==> src/rtl/cmd_stream_pkg.sv <==
// Shared definitions for the graphite command-stream transmitter.
//   state_t  : serializer FSM states
//   HI_FIRST : beat order of a command word on the stream (upper half first)
package cmd_stream_pkg;

  typedef enum logic [1:0] {
    IDLE    = 2'd0,
    SEND_HI = 2'd1,
    SEND_LO = 2'd2
  } state_t;

  localparam bit HI_FIRST = 1'b1;

endpackage

==> src/rtl/sync_fifo.sv <==
// Single-clock word FIFO with show-ahead read port.
// Ports:
//   clk, reset_i      : clock, asynchronous active-high reset
//   wr_en, wr_data    : write strobe/data; ignored while full
//   rd_en, rd_data    : pop strobe; rd_data shows the head entry before the pop
//   full, empty       : occupancy flags, decoded from the registered count
//   level             : number of stored entries
module sync_fifo #(
  parameter int WIDTH = 32,
  parameter int DEPTH = 16
) (
  input  logic                     clk,
  input  logic                     reset_i,
  input  logic                     wr_en,
  input  logic [WIDTH-1:0]         wr_data,
  input  logic                     rd_en,
  output logic [WIDTH-1:0]         rd_data,
  output logic                     full,
  output logic                     empty,
  output logic [$clog2(DEPTH):0]   level
);

  localparam int AW = $clog2(DEPTH);
  localparam int LW = AW + 1;

  logic [WIDTH-1:0] mem [DEPTH];
  logic [AW-1:0]    wr_ptr;
  logic [AW-1:0]    rd_ptr;
  logic [LW-1:0]    count;
  logic             do_wr;
  logic             do_rd;

  assign do_wr = wr_en && !full;
  assign do_rd = rd_en && !empty;

  // DEPTH is a power of two, so the pointers wrap naturally.
  always_ff @(posedge clk or posedge reset_i) begin
    if (reset_i) begin
      wr_ptr <= '0;
      rd_ptr <= '0;
      count  <= '0;
    end else begin
      if (do_wr) wr_ptr <= wr_ptr + AW'(1);
      if (do_rd) rd_ptr <= rd_ptr + AW'(1);
      case ({do_wr, do_rd})
        2'b10:   count <= count + LW'(1);
        2'b01:   count <= count - LW'(1);
        default: count <= count;
      endcase
    end
  end

  // Storage needs no reset: an entry is only read after it has been written.
  always_ff @(posedge clk) begin
    if (do_wr) mem[wr_ptr] <= wr_data;
  end

  assign rd_data = mem[rd_ptr];
  assign full    = (count == LW'(DEPTH));
  assign empty   = (count == '0);
  assign level   = count;

endmodule

==> src/rtl/cmd_stream_tx.sv <==
// Host-side transmitter for the graphite command stream.
// Host words are queued in a FIFO and each word is sent as two beats,
// upper half first, on an AXI-stream master.
// Ports:
//   clk, reset_i        : clock, asynchronous active-high reset
//   wr_en_i, wr_data_i  : host write strobe and command word
//   full_o, empty_o     : FIFO flags (holding register excluded from empty_o)
//   level_o             : FIFO occupancy in words
//   busy_o              : FIFO non-empty or a word is being serialized
//   overflow_o          : sticky dropped-write flag, cleared by clr_overflow_i
//   cmd_axis_*          : AXI-stream master towards graphite
// WORD_WIDTH must equal 2*CMD_STREAM_WIDTH; FIFO_DEPTH a power of two, >= 2.
//
// state   | meaning
// IDLE    | nothing on the stream, waiting for a queued word
// SEND_HI | first half of the held word presented
// SEND_LO | second half presented; next word may be chained without a bubble
module cmd_stream_tx
  import cmd_stream_pkg::*;
#(
  parameter int CMD_STREAM_WIDTH = 16,
  parameter int WORD_WIDTH       = 32,
  parameter int FIFO_DEPTH       = 16
) (
  input  logic                          clk,
  input  logic                          reset_i,
  input  logic                          wr_en_i,
  input  logic [WORD_WIDTH-1:0]         wr_data_i,
  output logic                          full_o,
  output logic                          empty_o,
  output logic [$clog2(FIFO_DEPTH):0]   level_o,
  output logic                          busy_o,
  output logic                          overflow_o,
  input  logic                          clr_overflow_i,
  output logic                          cmd_axis_tvalid_o,
  input  logic                          cmd_axis_tready_i,
  output logic [CMD_STREAM_WIDTH-1:0]   cmd_axis_tdata_o
);

  localparam int SW = CMD_STREAM_WIDTH;

  logic [WORD_WIDTH-1:0] fifo_rd_data;
  logic                  fifo_full;
  logic                  fifo_empty;
  logic                  pop;

  state_t                state, state_nxt;
  logic [SW-1:0]         hold, hold_nxt;
  logic [SW-1:0]         tdata, tdata_nxt;
  logic                  tvalid, tvalid_nxt;
  logic [SW-1:0]         head_first;
  logic [SW-1:0]         head_second;

  sync_fifo #(
    .WIDTH (WORD_WIDTH),
    .DEPTH (FIFO_DEPTH)
  ) u_fifo (
    .clk     (clk),
    .reset_i (reset_i),
    .wr_en   (wr_en_i),
    .wr_data (wr_data_i),
    .rd_en   (pop),
    .rd_data (fifo_rd_data),
    .full    (fifo_full),
    .empty   (fifo_empty),
    .level   (level_o)
  );

  // Split the head word into stream order; only the second half needs holding
  // because the first half goes straight into the output register.
  assign head_first  = HI_FIRST ? fifo_rd_data[WORD_WIDTH-1 -: SW] : fifo_rd_data[SW-1:0];
  assign head_second = HI_FIRST ? fifo_rd_data[SW-1:0] : fifo_rd_data[WORD_WIDTH-1 -: SW];

  always_ff @(posedge clk or posedge reset_i) begin
    if (reset_i) begin
      state  <= IDLE;
      hold   <= '0;
      tdata  <= '0;
      tvalid <= 1'b0;
    end else begin
      state  <= state_nxt;
      hold   <= hold_nxt;
      tdata  <= tdata_nxt;
      tvalid <= tvalid_nxt;
    end
  end

  always_comb begin
    state_nxt  = state;
    hold_nxt   = hold;
    tdata_nxt  = tdata;
    tvalid_nxt = tvalid;
    pop        = 1'b0;
    case (state)
      IDLE: begin
        if (!fifo_empty) begin
          pop        = 1'b1;
          hold_nxt   = head_second;
          tdata_nxt  = head_first;
          tvalid_nxt = 1'b1;
          state_nxt  = SEND_HI;
        end
      end
      SEND_HI: begin
        if (cmd_axis_tready_i) begin
          tdata_nxt = hold;
          state_nxt = SEND_LO;
        end
      end
      SEND_LO: begin
        if (cmd_axis_tready_i) begin
          if (!fifo_empty) begin
            pop       = 1'b1;
            hold_nxt  = head_second;
            tdata_nxt = head_first;
            state_nxt = SEND_HI;
          end else begin
            tvalid_nxt = 1'b0;
            state_nxt  = IDLE;
          end
        end
      end
      default: begin
        tvalid_nxt = 1'b0;
        state_nxt  = IDLE;
      end
    endcase
  end

  // A dropped write wins over a same-cycle clear so no drop goes unreported.
  always_ff @(posedge clk or posedge reset_i) begin
    if (reset_i) begin
      overflow_o <= 1'b0;
    end else if (wr_en_i && fifo_full) begin
      overflow_o <= 1'b1;
    end else if (clr_overflow_i) begin
      overflow_o <= 1'b0;
    end
  end

  assign full_o            = fifo_full;
  assign empty_o           = fifo_empty;
  assign busy_o            = !fifo_empty || (state != IDLE);
  assign cmd_axis_tvalid_o = tvalid;
  assign cmd_axis_tdata_o  = tdata;

endmodule

==> config.mk <==
export PLATFORM = sky130hd
export DESIGN_NAME = cmd_stream_tx
export DESIGN_NICKNAME = d
export VERILOG_FILES = /design/src/rtl/cmd_stream_pkg.sv /design/src/rtl/sync_fifo.sv /design/src/rtl/cmd_stream_tx.sv
export SDC_FILE = /design/constraint.sdc
export NUM_CORES = 1
export LEC_CHECK = 0
export ABC_AREA = 1
export ABC_CLOCK_PERIOD_IN_PS = 3300
export CORE_AREA = 2 2 217 219
export DETAILED_ROUTE_END_ITERATION = 16
export DIE_AREA = 0 0 219 221
export PLACE_DENSITY_LB_ADDON = 0.08
export SYNTH_ARGS = -nofsm -noshare
export SYNTH_HDL_FRONTEND = slang
export SYNTH_SLANG_ARGS = --single-unit
==> constraint.sdc <==
create_clock -name clk -period 3.3 [get_ports clk]
set_clock_uncertainty 0.05 [all_clocks]
set_input_delay 0.66 -clock clk [delete_from_list [all_inputs] [get_ports clk]]
set_output_delay 0.66 -clock clk [all_outputs]
set_load 0.02 [all_outputs]
# Yosys cells after proc, flatten, opt, wreduce, memory -nomap -nowiden
# Memories as Yosys holds them, arrays and structs flattened.
# Cells that the tools add are included.
# word_totals
ff_bits,49
ramBits,512
latchBits,0
memories,1
out_inout_bits,26
romBits,0
# mem_list
memory,depth,word_bits,read_ports,rd_ports_with_merged_regs,write_ports,line,source
u_fifo.mem,16,32,1,0,1,sync_fifo.sv:26,logic [WIDTH-1:0] mem [DEPTH];
# op_classes
reduce_logical,17
n_mux,24
bitwise_logic,1
shift,0
n_lt_le_gt_ge,0
n_div,0
mul,0
eq_ne,9
add_sub_neg,4
# op_table
cell,count
$mux 16,5
$pmux 16 s3,1
$pmux 16 s2,1
$mux 1,10
$pmux 5 s2,1
$add 4x1->4 const B,2
$ne 2x2->1 const B,4
$reduce_bool 2->1,4
$mux 2,3
$pmux 2 s3,1
$reduce_and 3->1,2
$add 5x1->5 const B,1
$eq 5x5->1 const B,1
$logic_not 5->1,1
$sub 5x1->5 const B,1
$eq 2x1->1 const B,2
$eq 2x2->1 const B,2
$reduce_and 4->1,1
$logic_and 1x1->1,3
$pmux 1 s3,1
$reduce_bool 3->1,1
$logic_not 1->1,2
$logic_not 2->1,1
$pmux 1 s2,1
3 further kinds,3

# Logic depth before layout (Yosys ltp)
# logic_depth
depth_word,7
ltp_mapped,16
ltp_nobuf,15

# Modules after synthesis
# Synthesis repeated with hierarchy kept, for this count alone.
# unflattened
hier_cells,2328
area_unflattened_um2,23909.2
# by_module_without_submodules
mod,seq_area_each_um2,cells_each,area_each_um2,instances
sync_fifo,15700.1,2115,22198.8,1
cmd_stream_tx,900.9,213,1710.4,1

# Least setup slack after synthesis
# OpenSTA, ideal clock, no wires.
# synth_timing
path_kind,register to register
from,"register u_fifo.count[0], in the netlist u_fifo.level[0]"
to,"memory u_fifo.mem[0][0], enable pin"
t_arrival_ps,2602
synth_period_minus_slack_ps,3073
required_time_ps,2829
n_path_buf,0
stages_incl_launch_ff,9
setup_slack_ps,227
setup_time_ps,421
path_cell_list,dfrtp_1 -> inv_1 -> nand4_1 -> nor2_1 -> inv_1 -> nand2_2 -> inv_1 -> nand2_1 -> nor2_1
# synth_between
elab_chain_len,5
# synth_lines
element,line,source
start: declaration,sync_fifo.sv:29,logic [LW-1:0] count;
start signal: assignment,sync_fifo.sv:46,2'b10: count <= count + LW'(1);
start signal: assignment,sync_fifo.sv:47,2'b01: count <= count - LW'(1);
start signal: assignment,sync_fifo.sv:48,default: count <= count;
$eq 5x5->1,sync_fifo.sv:59,assign full = (count == LW'(DEPTH));
net full_o,cmd_stream_tx.sv:29,"output logic full_o,"
$logic_not 1->1,sync_fifo.sv:33,assign do_wr = wr_en && !full;
$logic_and 1x1->1,sync_fifo.sv:33,
$mux 1,sync_fifo.sv:55,if (do_wr) mem[wr_ptr] <= wr_data;
$mux 1 (implied by the code),sync_fifo.sv:55,
end: declaration,sync_fifo.sv:26,
# The timed path passes the listed nets, and every way through them passes these cells.

# Final worst setup path
# layout_timing
from,"register u_fifo.count[1], in the netlist u_fifo.level[1]"
to,output full_o
# layout_between
elab_chain_len,1
# layout_lines
element,line
$eq 5x5->1,sync_fifo.sv:59
end: declaration,cmd_stream_tx.sv:29
# No other way between the ends.

==> flow_metrics.env <==
export IMPL_firstDrtPassIters=5
export IMPL_start_kind="register"
export IMPL_hold_start="hold[1]$_DFFE_PP0P_"
export IMPL_grt_start_max_net_pins=119
export IMPL_hold_viol_final=0
export IMPL_synth_warnings=0
export IMPL_initial_core_util_pct=49.7
export IMPL_drt_iter0_markers=1416
export IMPL_pre_cts_slack_ns=0.338
export IMPL_path_buf_inv=2
export IMPL_crit_start="u_fifo.level[1]$_DFFE_PP0P_"
export IMPL_hold_buffers=0
export IMPL_htree_levels=2
export IMPL_synth_nets=2024
export IMPL_rr_startpoint="u_fifo.level[1]$_DFFE_PP0P_"
export IMPL_cp_top_family="buffers and inverters"
export IMPL_worstPathMaxFanout=4
export IMPL_clkSlewWorstSetupHoldPaths_ns=0.06
export IMPL_synth_seq_cells=561
export IMPL_critical_path_slowest_cell="clkdlybuf4s50_1"
export IMPL_synth_area_um2=22900
export IMPL_endpoint_kind="output pin"
export IMPL_ir_drop_v=0.000665
export IMPL_grt_ovfl_total=0
export IMPL_drv_slew=0
export IMPL_synth_avg_cell_area_um2=11.6
export IMPL_num_vias=14534
export IMPL_cts_tree="done"
export IMPL_gp_congestion=0.812
export IMPL_rsz0062_at_grt="false"
export IMPL_cp_required_ns=2.59
export IMPL_drc=0
export IMPL_ys_seq_area_share_pct=72.5
export IMPL_fin_crit_ns=2.84
export IMPL_reg2reg_slack_ns=0.69
export IMPL_postSynthCellCount=1977
export IMPL_power_density_nw_per_um2=910
export IMPL_vias_per_cell=5.42
export IMPL_setup_tns_ns=0
export IMPL_cap_violations=0
export IMPL_mostFrequentLayoutCell="edfxtp_1"
export IMPL_dp_hpwl_um=33700
export IMPL_slew_headroom_pct=38.9
export IMPL_synthDistinctLibCells=29
export IMPL_boundaryPins=63
export IMPL_setup_violations=0
export IMPL_wl_um=58400
export IMPL_final_nets=2075
export IMPL_grt_pass1_vias=14264
export IMPL_status="finished, final reports clean"
export IMPL_fin_area_um2=26200
export IMPL_numPortBuffers=62
export IMPL_drive_gt1_share_pct=7.51
export IMPL_n_antenna_cell=0
export IMPL_period_share_pct=86.2
export IMPL_setup_slack_ns=0.456
export IMPL_clock_latency_ns=0.61
export IMPL_worstPathCellList="inv_1 > nand4_1 > nor2_1 > clkdlybuf4s50_1"
export IMPL_cts_resized_gates=0
export IMPL_cp_arrival_ns=2.13
export IMPL_tightest_slew_ns=0.917
export IMPL_synthToLayoutAreaGrowth_pct=14.5
export IMPL_cts_root_buffer="clkbuf_16"
export IMPL_critPathMaxStageDelay_ns=0.64
export IMPL_wire_per_inst_um=21.8
export IMPL_die_y_um=221
export IMPL_hold_path_class="reg2reg"
export IMPL_cts_buffers=57
export IMPL_die_area_um2=48400
export IMPL_final_cell_mix="edfxtp_1, nand2_1, nor2_1, nand3_1, o21ai_0"
export IMPL_fp_row_count=79
export IMPL_post_cts_buffers=0
export IMPL_postRouteAntennaNets=0
export IMPL_max_clock_path_buffers=3
export IMPL_fmax_ghz=0.352
export IMPL_die_w_um=219
export IMPL_core_area_um2=46100
export IMPL_p_leak_nw=9.51
export IMPL_grtUsageTotal_pct=24.6
export IMPL_antenna_found_initial=1
export IMPL_place_area_um2=24400
export IMPL_grt_pass1_wl_um=89000
export IMPL_worstSetupPathType="reg2out"
export IMPL_cts_sinks=561
## synthesized netlist by cell type
library cell	count	share of area [%]
edfxtp_1	512	67
nor2_1	380	6.2
nand2_1	365	6.0
nand3_1	226	4.9
o21ai_0	151	3.3
inv_1	74	1.2
buf_2	52	1.1
dfrtp_1	49	5.4
a21oi_1	33	0.72
o211ai_1	29	0.95
clkbuf_1	27	0.44
o21ai_1	12	0.26
buf_1	11	0.18
buf_4	10	0.33
ha_1	9	0.49
clkbuf_2	8	0.17
buf_6	7	0.34
xor2_1	6	0.23
inv_2	4	0.066
nand2_2	2	0.055
nor2_4	2	0.098
clkinv_1	1	0.016
fa_1	1	0.087
inv_4	1	0.027
nand3_2	1	0.044
nand4_1	1	0.027
nor2_2	1	0.027
o31ai_1	1	0.033
xnor2_1	1	0.038
## per-stage QoR
stage                     power, mW  utilization, %  hold WS, ns  std cells
after floorplan                14.7               -        0.400       1977
after global placement         17.7            53.0        0.415       2576
after global routing           25.3            56.9        0.456       2683
final                          23.8            56.9        0.430       2683
after detailed placement       17.7            53.0        0.417       2576
after CTS                      24.1            56.9        0.434       2683
## metal layers
layer | vias to the layer above | wire (um) | global-route usage (%)
met1 | 7125 | 25500 | 34.3
li1 | 6940 | - | -
met4 | 2 | 1710 | 7.74
met5 | - | 13 | 0
met2 | 387 | 28300 | 40.0
met3 | 80 | 2870 | 3.60
## registers in the layout, summed over array words and instances, names as in the netlist
signal             count
overflow_o             1
u_fifo.level           5
u_fifo.wr_ptr          4
u_fifo.rd_ptr          4
u_fifo.mem           512
state                  2
cmd_axis_tvalid_o      1
hold                  16
cmd_axis_tdata_o      16
## cells by family after synthesis
family          synth area share (%)
fa+ha+maj                      0.580
compound gates                  5.27
flops                           72.5
simple gates                    17.4
xor+xnor                       0.268
buf+inv                         3.93
## path summary, 6_finish.rpt
path | endpoint | depth (start not counted)
min | hold[1]$_DFFE_PP0P_ | 2
max reg2reg | u_fifo.level[4]$_DFFE_PP0P_ | 14
min reg2reg | hold[1]$_DFFE_PP0P_ | 2
min in group asynchronous | u_fifo.level[4]$_DFFE_PP0P_ | 2
max | full_o | 4
max in group asynchronous | u_fifo.rd_ptr[3]$_DFFE_PP0P_ | 3
## report_power, final
group | internal [mW] | leakage (nW) | switching, mW | total [mW]
clock network | 3.66 | 0.897 | 2.66 | 6.32
registers | 8.74 | 5.21 | 0.482 | 9.22
logic | 2.54 | 3.40 | 5.77 | 8.31
total | 14.9 | 9.51 | 8.91 | 23.8
## layout make-up
| type | count | area, um2 |
|---|---|---|
| Clock buffer | 72 | 1540 |
| Clock inverter | 35 | 283 |
| Fill cell | 3903 | 19900 |
| Inverter | 80 | 308 |
| Multi-Input combinational cell | 1221 | 5510 |
| Sequential cell | 561 | 16600 |
| Tap cell | 607 | 759 |
| Timing Repair Buffer | 107 | 1210 |
## worst reg2reg max path, stage by stage, from the launching register on
cell and delay (ns):
dfrtp_1 0.41, inv_1 0.12, nand4_1 0.14, nor2_1 0.20, inv_1 0.08, nand2_2 0.17, ha_1 0.31, inv_1 0.10
fa_1 0.38, inv_1 0.10, nand3_1 0.07, nand2_1 0.08, a21oi_1 0.06, o21ai_0 0.10, xor2_1 0.15
No activity file was read; power rests on OpenSTA's default activity.
